## src/rtl/prog_loader_pkg.sv

```systemverilog
`default_nettype none
// ============================================================================
//  Module   : sap2_pkg
//  Purpose  : Shared constants and state encoding for the SAP2 program loader
//  Revision : 1.0  initial release
// ============================================================================
package sap2_pkg;

  // Default RAM geometry of the SAP2 mini core
  localparam int AW_DEF    = 8;
  localparam int DW_DEF    = 12;
  localparam int RAM_DEPTH = 256;

  // Loader state encoding
  localparam logic [2:0] ST_IDLE  = 3'd0;
  localparam logic [2:0] ST_LOAD  = 3'd1;
  localparam logic [2:0] ST_FLUSH = 3'd2;
  localparam logic [2:0] ST_CLEAR = 3'd3;
  localparam logic [2:0] ST_RUN   = 3'd4;

  typedef enum logic [2:0] {
    S_IDLE  = ST_IDLE,
    S_LOAD  = ST_LOAD,
    S_FLUSH = ST_FLUSH,
    S_CLEAR = ST_CLEAR,
    S_RUN   = ST_RUN
  } state_t;

  // States in which the loader owns the core (busy indication)
  function automatic logic is_busy(state_t s);
    return (s == S_LOAD) || (s == S_FLUSH) || (s == S_CLEAR);
  endfunction

endpackage
`default_nettype wire

```

## src/rtl/prog_loader_if.sv

```systemverilog
`default_nettype none
// ============================================================================
//  Module   : prog_loader_if
//  Purpose  : Valid/ready word stream from the host bridge into the loader
//  Revision : 1.0  initial release
// ============================================================================
interface prog_loader_if #(
  parameter int DW = 12
) ();
  logic          s_valid;
  logic          s_ready;
  logic [DW-1:0] s_data;

  // Host-side word source
  modport master (output s_valid, output s_data, input s_ready);
  // Loader side
  modport slave  (input s_valid, input s_data, output s_ready);
endinterface
`default_nettype wire

```

## src/rtl/prog_loader_load_counter.sv

```systemverilog
`default_nettype none
// ============================================================================
//  Module   : load_counter
//  Purpose  : Base/remaining-count registers, wrapping write address and
//             last-beat flag for a load session
//  Revision : 1.0  initial release
// ============================================================================
module load_counter #(
  parameter int AW = 8
) (
  input  wire logic          clk,
  input  wire logic          clr,
  input  wire logic          load,
  input  wire logic          step,
  input  wire logic [AW-1:0] base,
  input  wire logic [AW:0]   count,
  output logic      [AW-1:0] addr,
  output logic               last
);

  // Largest session covers the whole RAM exactly once
  localparam logic [AW:0] c_max_count = {1'b1, {AW{1'b0}}};
  localparam logic [AW:0] c_one       = {{AW{1'b0}}, 1'b1};

  logic [AW-1:0] r_addr;
  logic [AW:0]   r_remaining;
  logic [AW:0]   w_clamped;

  assign w_clamped = (count > c_max_count) ? c_max_count : count;

  // Latch base/count on session start, advance (with natural wrap) per beat
  always_ff @(posedge clk) begin
    if (clr) begin
      r_addr      <= '0;
      r_remaining <= '0;
    end else if (load) begin
      r_addr      <= base;
      r_remaining <= w_clamped;
    end else if (step) begin
      r_addr      <= r_addr + 1'b1;
      r_remaining <= r_remaining - 1'b1;
    end
  end

  assign addr = r_addr;
  assign last = (r_remaining == c_one);

endmodule
`default_nettype wire

```

## src/rtl/prog_loader.sv

```systemverilog
`default_nettype none
// ============================================================================
//  Module   : prog_loader
//  Purpose  : Streams program words into the SAP2 RAM via prog/a/d, holds the
//             CPU in clear while loading, then releases it and reports status
//  Revision : 1.0  initial release
// ============================================================================
module prog_loader
  import sap2_pkg::*;
#(
  parameter int AW         = AW_DEF,
  parameter int DW         = DW_DEF,
  parameter int CLR_CYCLES = 2
) (
  input  wire logic          clk,
  input  wire logic          clr,
  input  wire logic          start,
  input  wire logic [AW-1:0] base,
  input  wire logic [AW:0]   count,
  prog_loader_if.slave       stream,
  output logic               prog,
  output logic      [AW-1:0] a,
  output logic      [DW-1:0] d,
  output logic               cpu_clr,
  input  wire logic          hlt,
  output logic               busy,
  output logic               done,
  output logic               running,
  output logic               halted
);

  localparam int c_cw = (CLR_CYCLES > 1) ? $clog2(CLR_CYCLES) : 1;

  state_t          r_state, w_next;
  logic [c_cw-1:0] r_clr_cnt;
  logic            r_prog, r_cpu_clr, r_s_ready, r_busy, r_done;
  logic [AW-1:0]   r_a;
  logic [DW-1:0]   r_d;

  logic            w_prog_nxt, w_cpu_clr_nxt, w_s_ready_nxt, w_busy_nxt, w_done_nxt;
  logic [AW-1:0]   w_a_nxt;
  logic [DW-1:0]   w_d_nxt;
  logic            w_beat, w_kick, w_last;
  logic [AW-1:0]   w_addr;

  // A beat needs the registered ready, so ready never depends on valid
  assign w_beat = (r_state == S_LOAD) && stream.s_valid && r_s_ready;
  assign w_kick = start && ((r_state == S_IDLE) || (r_state == S_RUN));

  load_counter #(.AW(AW)) u_load_counter (
    .clk   (clk),
    .clr   (clr),
    .load  (w_kick),
    .step  (w_beat),
    .base  (base),
    .count (count),
    .addr  (w_addr),
    .last  (w_last)
  );

  // State register
  always_ff @(posedge clk) begin
    if (clr) r_state <= S_IDLE;
    else     r_state <= w_next;
  end

  // Next state and next registered output values
  always_comb begin
    w_next = r_state;
    case (r_state)
      S_IDLE, S_RUN: if (start) w_next = (count != '0) ? S_LOAD : S_CLEAR;
      S_LOAD:        if (w_beat && w_last) w_next = S_FLUSH;
      S_FLUSH:       w_next = S_CLEAR;
      S_CLEAR:       if (r_clr_cnt == '0) w_next = S_RUN;
      default:       w_next = S_IDLE;
    endcase

    // prog rises only with the first accepted beat and stays up through FLUSH
    w_prog_nxt = 1'b0;
    if (w_next == S_FLUSH)     w_prog_nxt = 1'b1;
    else if (w_next == S_LOAD) w_prog_nxt = r_prog | w_beat;

    w_a_nxt       = w_beat ? w_addr : r_a;
    w_d_nxt       = w_beat ? stream.s_data : r_d;
    w_cpu_clr_nxt = (w_next != S_RUN);
    w_s_ready_nxt = (w_next == S_LOAD);
    w_busy_nxt    = is_busy(w_next);
    w_done_nxt    = (w_next == S_RUN) && (r_state != S_RUN);
  end

  // Registered outputs
  always_ff @(posedge clk) begin
    if (clr) begin
      r_prog    <= 1'b0;
      r_a       <= '0;
      r_d       <= '0;
      r_cpu_clr <= 1'b1;
      r_s_ready <= 1'b0;
      r_busy    <= 1'b0;
      r_done    <= 1'b0;
    end else begin
      r_prog    <= w_prog_nxt;
      r_a       <= w_a_nxt;
      r_d       <= w_d_nxt;
      r_cpu_clr <= w_cpu_clr_nxt;
      r_s_ready <= w_s_ready_nxt;
      r_busy    <= w_busy_nxt;
      r_done    <= w_done_nxt;
    end
  end

  // CLEAR dwell counter, preset on entry and counted down to zero
  always_ff @(posedge clk) begin
    if (clr) begin
      r_clr_cnt <= '0;
    end else if ((w_next == S_CLEAR) && (r_state != S_CLEAR)) begin
      r_clr_cnt <= c_cw'(CLR_CYCLES - 1);
    end else if ((r_state == S_CLEAR) && (r_clr_cnt != '0)) begin
      r_clr_cnt <= r_clr_cnt - 1'b1;
    end
  end

  assign prog           = r_prog;
  assign a              = r_a;
  assign d              = r_d;
  assign cpu_clr        = r_cpu_clr;
  assign stream.s_ready = r_s_ready;
  assign busy           = r_busy;
  assign done           = r_done;
  assign running        = (r_state == S_RUN) && !hlt;
  assign halted         = (r_state == S_RUN) && hlt;

endmodule
`default_nettype wire

```

## src/flat_wrapper.sv

```systemverilog
// flat-port wrapper written by rule: the top's interface ports become plain ports
module prog_loader_flat import sap2_pkg::*;
#(
  parameter int AW         = AW_DEF,
  parameter int DW         = DW_DEF,
  parameter int CLR_CYCLES = 2
)
  (clk, clr, start, base, count, prog, a, d, cpu_clr, hlt, busy, done, running, halted, stream_s_valid, stream_s_data, stream_s_ready);
  prog_loader_if #(.DW(DW)) stream_i ();
  input  wire logic clk;
  input  wire logic clr;
  input  wire logic start;
  input  wire logic [AW-1:0] base;
  input  wire logic [AW:0] count;
  output logic prog;
  output logic      [AW-1:0] a;
  output logic      [DW-1:0] d;
  output logic cpu_clr;
  input  wire logic hlt;
  output logic busy;
  output logic done;
  output logic running;
  output logic halted;
  input wire logic [$bits(stream_i.s_valid)-1:0] stream_s_valid;
  input wire logic [$bits(stream_i.s_data)-1:0] stream_s_data;
  output wire logic [$bits(stream_i.s_ready)-1:0] stream_s_ready;
  assign stream_i.s_valid = stream_s_valid;
  assign stream_i.s_data = stream_s_data;
  assign stream_s_ready = stream_i.s_ready;
  prog_loader #(.AW(AW), .DW(DW), .CLR_CYCLES(CLR_CYCLES)) u_core (.clk(clk), .clr(clr), .start(start), .base(base), .count(count), .stream(stream_i), .prog(prog), .a(a), .d(d), .cpu_clr(cpu_clr), .hlt(hlt), .busy(busy), .done(done), .running(running), .halted(halted));
endmodule
```

## config.mk

```make
export PLATFORM = sky130hd
export DESIGN_NAME = prog_loader_flat
export DESIGN_NICKNAME = d
export VERILOG_FILES = /design/src/rtl/prog_loader_pkg.sv /design/src/rtl/prog_loader_if.sv /design/src/rtl/prog_loader_load_counter.sv /design/src/rtl/prog_loader.sv /design/src/flat_wrapper.sv
export SDC_FILE = /design/constraint.sdc
export NUM_CORES = 1
export LEC_CHECK = 0
export BUFFER_PORTS_ARGS = -buffer_cell sky130_fd_sc_hd__buf_2
export CORE_UTILIZATION = 50
export CTS_CLUSTER_DIAMETER = 30
export DETAILED_ROUTE_END_ITERATION = 12
export GPL_TIMING_DRIVEN = 1
export PLACE_DENSITY = 0.84
export RECOVER_POWER = 25
export SYNTH_ARGS = -nofsm -noshare
export SYNTH_HDL_FRONTEND = slang
export SYNTH_SLANG_ARGS = --single-unit
```

## constraint.sdc

```tcl
create_clock -name clk -period 1.9 [get_ports clk]
set_input_delay 0 -clock clk [delete_from_list [all_inputs] [get_ports clk]]
set_output_delay 0 -clock clk [all_outputs]
set_load 0.02 [all_outputs]
```

### Yosys cells after proc, flatten, opt, wreduce, memory -nomap -nowiden

Cells that the tools add are included.

| word-level totals | value |
|---|---|
| flip-flop bits (word level) | 46 |
| bits in writable memories | 0 |
| output and inout port bits | 27 |
| input bits | 34 |
| bits in latches | 0 |
| logic and storage cells | 60 |
| bits in read-only memories | 0 |
| memories kept | 0 |

| operators by class | value |
|---|---|
| add/sub/neg operators | 3 |
| shift-type cells | 0 |
| $lt $le $gt $ge | 1 |
| multiplexer cells | 14 |
| bitwise operators | 1 |
| multiply operators | 0 |
| div/mod/pow operators | 0 |
| equality and inequality tests | 12 |
| reduce and logical (&&, ||, !) cells | 18 |

Operators by type and width:

| operator | count |
|---|---|
| two-way mux 9 bit | 3 |
| two-way mux 8 bit | 2 |
| == test 3 x 2 -> 1 bit, second input constant | 4 |
| case mux 3 bit (4 select lines) | 1 |
| == test 9 x 1 -> 1 bit, second input constant | 1 |
| greater-than comparator 9 bit, second input constant | 1 |
| logical AND 1 bit | 9 |
| two-way mux 3 bit | 3 |
| nonzero test 9 bit | 1 |
| subtractor 9 x 1 -> 9 bit, second input constant | 1 |
| adder 8 x 1 -> 8 bit, second input constant | 1 |
| == test 3 x 1 -> 1 bit, second input constant | 2 |
| == test 3 bit, second input constant | 2 |
| != test 3 bit, second input constant | 2 |
| two-way mux 1 bit | 4 |
| nonzero test 2 bit | 2 |
| zero test 3 bit | 1 |
| logical OR 1 bit | 3 |
| != test 3 x 2 -> 1 bit, second input constant | 1 |
| two-way mux 2 bit | 1 |
| OR reduction 2 bit | 1 |
| zero test 1 bit | 1 |
| OR 1 bit | 1 |
| subtractor 1 bit, second input constant | 1 |

### Longest topological paths before layout

Gate-level depths: netlist (run 1).

| logic depth | value |
|---|---|
| depth after elaboration | 9 |
| gate-level depth with buffers | 7 |
| gate-level depth less buffers | 7 |

### Modules after synthesis

From an unflattened synthesis (run 1), not the netlist that was laid out.

| unflattened totals | value |
|---|---|
| cell total of the unflattened synthesis | 247 |
| area total of the unflattened synthesis | 2117.0 um^2 |

Modules (own cells, without submodules):

| module | cells an instance | area an instance (um^2) | instances | sequential area each (um^2) |
|---|---|---|---|---|
| prog_loader | 131 | 1104.8 | 1 | 580.6 |
| load_counter | 116 | 1012.2 | 1 | 340.3 |

### Least setup slack after synthesis (run 1)

Ideal clock, no wire load.

| timing | value |
|---|---|
| path kind | register -> register |
| from | register u_core.u_load_counter.r_remaining[0] |
| to | register u_core.u_load_counter.r_remaining[8] |
| data required time | 1.821 ns |
| library setup time | 0.079 ns |
| path buffers | 0 |
| stages on the path, launching flop included | 8 |
| path slack | 0.217 ns |
| period minus slack after synthesis | 1.683 ns |
| data arrival time | 1.604 ns |
| cell sequence | dfxtp_1 inv_1 ha_1 or3b_2 nor3_2 nand2_1 xor2_1 a211oi_2 |

| between the ends | value |
|---|---|
| cells in the longest elaborated chain, start to end | 3 |

RTL lines:

| what | RTL line | source |
|---|---|---|
| start: declaration | prog_loader_load_counter.sv:26 | `logic [AW:0] r_remaining;` |
| start signal: assignment | prog_loader_load_counter.sv:38 | `r_remaining <= w_clamped;` |
| start signal: assignment | prog_loader_load_counter.sv:41 | `r_remaining <= r_remaining - 1'b1;` |
| subtractor 9 x 1 -> 9 bit | prog_loader_load_counter.sv:41 |  |
| two-way mux 9 bit | prog_loader_load_counter.sv:39 | `end else if (step) begin` |
| two-way mux 9 bit | prog_loader_load_counter.sv:36 | `end else if (load) begin` |

No other way between the ends. The select of a mux whose other input is x is not followed.
A chain may end at the register's enable or synchronous reset.

### Worst setup path after layout (run 1)

| timing | value |
|---|---|
| from | register u_core.r_state[1] |
| to | register u_core.r_d[1], in the netlist u_core.d[1] |

| between the ends | value |
|---|---|
| cells in the longest elaborated chain, start to end | 3 |

RTL lines:

| what | RTL line | source |
|---|---|---|
| start: declaration | prog_loader.sv:34 | `state_t r_state, w_next;` |
| start signal: assignment | prog_loader.sv:64 | `else r_state <= w_next;` |
| == test 3 x 1 -> 1 bit | prog_loader.sv:47 | `assign w_beat = (r_state == S_LOAD) && stream.s_valid && r_s_ready;` |
| logical AND 1 bit (2 in series) | prog_loader.sv:47 |  |
| end signal: assignment | prog_loader.sv:104 | `r_d <= w_d_nxt;` |
| end: declaration | prog_loader.sv:38 | `logic [DW-1:0] r_d;` |

No other way between the ends.

==> impl_metrics.yaml, run 1 <==
run_status:
  status: "complete, no violations"
synthesis:
  synth_largest_area_cell: "dfxtp_1"
  synth_area_leaders: "dfxtp_1, nand2_1, a21oi_1"
  synth.cell_area_um2: 2090
  netlist.area_leader.share: 0.442
  ys_ff_latch: 46
  synth_warnings: 0
  syn-num-nets: 280
  synth_seq_area_share: 0.442
  syn_inst: 243
  synth.distinct_cells: 45
  syn_area_per_cell_um2: 8.58
worst_setup_path:
  cp_num_buf_inv: 2
  path_class: "flop to flop"
  worst-path-max-fanout: 13
  worstSetupEndpointType: "flop"
  cpMostUsedCell: "buf_4"
  slowest_delay_ns: 0.50
  crit_chain: "or3b_4, nor2_4, buf_4, buf_4, nand2_1, a21oi_1"
  critPathLaunchType: "flop"
  crit_arrival_ns: 2.00
  slowest_stage: "or3b_4"
  crit_required_ns: 2.12
  cpLargestDelayFamily: "simple AND/OR/NAND/NOR gates"
detailed_routing:
  avgViaCountPerCell: 5.34
  antenna_left: 0
  dr.pass1.iters: 5
  avgRoutedWirePerCell_um: 13.5
  vias: 1997
  first_iter_violations: 128
  post-route-drc-count: 0
  wl_um: 5040
placement:
  hpwl_um: 3390
  place_congestion: 0.845
  place_area_um2: 2420
  dp.cells: 345
  io_buffer_count: 60
power:
  p_switching_uw: 581
  clockPowerShare: 0.278
  p_int_uw: 1450
  p_seq_frac: 0.530
  powerDensity_nw_per_um2: 753
  swShare: 0.286
  leakage_uw: 0.00103
  power.total_uw: 2030
  ir_drop_uv: 640
  combinationalPowerShare: 0.192
clocking:
  cts_sinks: 46
  path_clk_slew_ns: 0.08
  cts_buffer_depth: 2
  cts-root-buf: "clkbuf_8"
  htree_levels: 2
  tritoncts: "yes"
  clock_latency_ns: 0.30
  cts_made_buffers: 5
floorplan:
  rows: 23
  start_util: 0.521
  die_area_um2: 4430
  coreArea_um2: 4000
  die_w_um: 66.6
  fp.dieH_um: 66.6
  ios: 61
sta:
  final.setup.tns_ns: 0
  final_period_minus_worst_setup_slack_ns: 1.78
  finalSetupViolations: 0
  timing.slew.headroom: 0.465
  worst_pin_slew_ns: 0.803
  clock.fmax_ghz: 0.562
  rsz0062_at_grt: "no"
  final.setup_skew_ns: 0.00987
  final_hold_viol_count: 0
  slew_violations: 0
  fin_hold_ws_ns: 0.0617
  period_share: 0.937
layout:
  drive_gt1_frac: 0.228
  final_cell_area_um2: 2700
  diodes: 0
  syn_to_final_growth_pct: 29.6
  nets: 361
  fin_cells: 374
job:
  max-cap-violations: 0
grt:
  grt_max_degree: 45
  grt.overflow.total: 0
  grt_pass1_vias: 1854
  antenna_found_initial: 0
  grt_util_all_layers: 0.244
  grt_pass1_wl_um: 8110
worst_hold_path:
  hold_class: "primary input to flop"
[power groups by stage]
stage,clock [uW],combinational [uW],sequential (uW)
floorplan,0,217,1110
global placement,0,335,1090
detailed placement,0,347,1100
CTS,574,381,1070
global route,613,429,1080
finish,566,391,1080
[worst register-to-register path, cell delays in order (launching register included)]
cell and delay, ns:
dfxtp_1 0.43, or3b_4 0.50, nor2_4 0.22, buf_4 0.16, buf_4 0.17, nand2_1 0.07, a21oi_1 0.15
[final timing paths]
kind	from	slack [ns]	cells past startpoint	end
worst max register to register	u_core.r_state[1]	0.12	6	u_core.d[1]
worst max-delay path	u_core.r_state[1]	0.12	6	u_core.d[1]
worst min-delay path	count[4]	0.06	3	u_core.u_load_counter.r_remaining[4]
worst min register to register	u_core.d[9]	0.46	2	u_core.d[9]
[cell families (layout without fill, tap and decap cells)]
family	count (synthesis)	count (layout)	synth area share
flops	46	46	0.442
mux	1	1	0.00480
compound gates	56	56	0.175
fa+ha+maj	3	3	0.0180
simple gates	106	106	0.269
xor+xnor	10	10	0.0420
buf+inv	21	102	0.0504
[area by class of cell]
cell class,instances,area (um2)
inverter,6,22.5
timing repair buffer,89,546
multi-input combinational,176,1070
clock inverter,1,7.51
tap,50,62.6
clock buffer,6,72.6
fill,338,1300
sequential,46,923
[cells in the final DEF, fill, tap and decap left out, types with 3 or more instances in the layout]
cell	n
nand2_1	49
o21ai_0	4
dlygate4sd3_1	20
nor2_1	19
nand3_1	3
buf_2	42
nor4_1	4
a21oi_1	30
clkbuf_8	5
inv_1	6
ha_1	3
a211oi_1	9
a211oi_2	3
nor3_1	4
xnor2_1	6
dfxtp_1	44
and3_1	3
buf_4	9
xor2_1	4
clkbuf_1	19
nand4_1	3
[through the flow]
stage,util,worst slack [ns]
finish,0.676,0.120
global route,0.676,0.00973
CTS,0.675,0.0113
detailed placement,0.605,0.0443
global placement,0.605,0.173
floorplan,-,0.217
[synth_stat cells, drive strengths merged]
library cell and instances:
nand4b 1, a2111oi 2, a21oi 30, nand4 3, ha 3, nor4 7
nor3 7, a22oi 1, a221oi 2, or2 1, nand3 3, or3b 3
o21ai 5, a211oi 12, nor2 20, inv 6, buf 6, nor4b 1
nor3b 3, xnor2 6, nand2 50, and3 3, a311oi 2, o221ai 1
nand2b 1, mux2i 1, xor2 4, nor2b 1, and3b 1, and2 1
clkbuf 9, o32a 1, dfxtp 46
[repair_timing]
item	in CTS	in global routing
hold buffers	20	0
gates resized for setup	0	4
setup endpoints to repair	0	3
setup buffers	0	2
endpoints found under the hold margin	20	0
[registers in the layout, summed over array words and instances, names as in the netlist]
name and count:
u_core.a 8, u_core.r_state 3, u_core.u_load_counter.r_remaining 9, u_core.stream.s_ready 1
u_core.d 12, u_core.r_clr_cnt 1, u_core.u_load_counter.addr 8, u_core.cpu_clr 1
u_core.done 1, u_core.busy 1, u_core.prog 1
[routing by layer]
layer	wire, um	vias up	global-route usage	share of wire
met5	0	-	0	0
met4	75	0	0.120	0.015
met3	240	8	0.0411	0.048
met2	2510	56	0.424	0.50
met1	2220	916	0.286	0.44
li1	-	1017	-	-
Note: power is estimated with default switching activity, not from simulation.
==> run 2, diff against run 1 <==
--- a/config.mk
+++ b/config.mk
@@ -6,6 +6,8 @@
 export NUM_CORES = 1
 export LEC_CHECK = 0
 export BUFFER_PORTS_ARGS = -buffer_cell sky130_fd_sc_hd__buf_2
+export CORE_ASPECT_RATIO = 1.5
+export CORE_MARGIN = 3
 export CORE_UTILIZATION = 50
 export CTS_CLUSTER_DIAMETER = 30
 export DETAILED_ROUTE_END_ITERATION = 12
==> impl_metrics.yaml, run 2 (synthesis results as in run 1) <==
sta:
  timing.slew.headroom: 0.662
  rsz0062_at_grt: "no"
  fin_hold_ws_ns: 0.0107
  period_share: 0.977
  final_hold_viol_count: 0
  worst_pin_slew_ns: 0.507
  final.setup.tns_ns: 0
  finalSetupViolations: 0
  clock.fmax_ghz: 0.539
  final_period_minus_worst_setup_slack_ns: 1.86
  final.setup_skew_ns: 0.0103
  slew_violations: 0
power:
  powerDensity_nw_per_um2: 807
  ir_drop_uv: 615
  combinationalPowerShare: 0.176
  power.total_uw: 2180
  clockPowerShare: 0.327
  swShare: 0.272
  p_switching_uw: 593
  leakage_uw: 0.00104
  p_seq_frac: 0.497
  p_int_uw: 1580
clocking:
  clock_latency_ns: 0.30
  postCtsSetupRepairBufs: 0
  cts_made_buffers: 5
  cts_buffer_depth: 2
  path_clk_slew_ns: 0.08
  htree_levels: 2
  cts-root-buf: "clkbuf_8"
  tritoncts: "yes"
  cts_sinks: 46
grt:
  met2_usage: 0.400
  grt_util_all_layers: 0.224
  grt_pass1_wl_um: 8740
  grt_use_met1: 0.248
  busiest_layer: "met2"
  grt.overflow.total: 0
  grt_pass1_vias: 1931
  grt_util_met3: 0.0487
  grt_max_degree: 28
  antenna_found_initial: 0
worst_hold_path:
  hold_class: "primary input to flop"
detailed_routing:
  avgViaCountPerCell: 5.43
  antenna_left: 0
  dr.pass1.iters: 5
  vias: 1994
  avgRoutedWirePerCell_um: 14.7
  post-route-drc-count: 0
  first_iter_violations: 91
  wl_um: 5390
placement:
  hpwl_um: 3600
  place_congestion: 0.862
  io_buffer_count: 60
  place_area_um2: 2430
layout:
  final_util: 0.675
  final_cell_mix: "nand2_1, dfxtp_1, buf_2, a21oi_1, nor2_1"
  largest_reg_flops: 12
  diodes: 0
  nets: 358
  final_common_cell: "nand2_1"
  drive_gt1_frac: 0.239
  multiInputGateArea_um2: 1070
  n_fill_cell: 341
  syn_to_final_growth_pct: 29.3
  ff_latch_area_um2: 925
  final_cell_area_um2: 2700
worst_setup_path:
  r2r-end: "u_core.u_load_counter.addr[2]"
  crit_end: "u_core.u_load_counter.addr[2]"
  worstSetupEndpointType: "flop"
  r2r-start: "u_core.r_state[1]"
  crit_required_ns: 2.08
  crit_start: "u_core.r_state[1]"
  critPathLaunchType: "flop"
  reg2reg_depth: 5
  path_class: "flop to flop"
  worst-path-max-fanout: 10
  crit_arrival_ns: 2.03
  rrSetupSlack_ns: 0.04
floorplan:
  fp.dieH_um: 85.1
  rows: 28
  coreArea_um2: 3990
  die_area_um2: 5000
  ios: 61
  start_util: 0.522
  die_w_um: 58.7
job:
  max-cap-violations: 0
run_status:
  status: "complete, no violations"
-- run 2: final cells by class --
class,instances,area share
Clock buffer,5,0.0255
Timing Repair Buffer,86,0.191
Clock inverter,3,0.0148
Tap cell,45,0.0209
Multi-Input combinational cell,176,0.396
Sequential cell,46,0.343
Inverter,6,0.00835
-- run 2: power groups by stage --
stage | Clock [uW] | Combinational, uW | Sequential, uW
final | 711 | 382 | 1080
after global placement | 0 | 333 | 1100
after global routing | 763 | 417 | 1090
after detailed placement | 0 | 341 | 1100
after floorplan | 0 | 217 | 1110
after CTS | 716 | 373 | 1080
-- run 2: how the worst min path moves through the flow --
stage	end	start	slack, ns	cells after the start
6_report	u_core.u_load_counter.addr[2]	base[2]	0.01	3
3_3_place_gp	u_core.d[4]	stream_s_data[4]	0.24	3
3_5_place_dp	u_core.d[11]	stream_s_data[11]	0.25	3
4_1_cts	u_core.u_load_counter.addr[2]	base[2]	0.007	3
5_1_grt	u_core.u_load_counter.addr[2]	base[2]	0.01	3
2_1_floorplan	running	hlt	0.08	1
-- run 2: through the flow --
stage | instances | worst slack (ns)
after floorplan | 243 | 0.217
after global placement | 342 | 0.156
after detailed placement | 342 | 0.0919
after CTS | 367 | 0.0352
after global routing | 367 | 0.0156
final | 367 | 0.0443
-- run 2: metal layers --
layer  part of all wire  vias up
met5                  0        -
met4              0.026        0
li1                   -     1002
met2               0.53       54
met1               0.40      924
met3              0.046       14
-- run 2: critical path, cell delays in order, from the launching register on --
cell	delay, ns
dfxtp_1	0.42
or3b_4	0.49
nor2_4	0.19
buf_4	0.21
a211oi_1	0.09
nor4_1	0.35
-- run 2: timing repair --
action | in CTS | in global routing
setup endpoints to repair | 0 | 2
gates resized for setup | 0 | 5
hold buffers | 17 | 0
endpoints found under the hold margin | 17 | 0
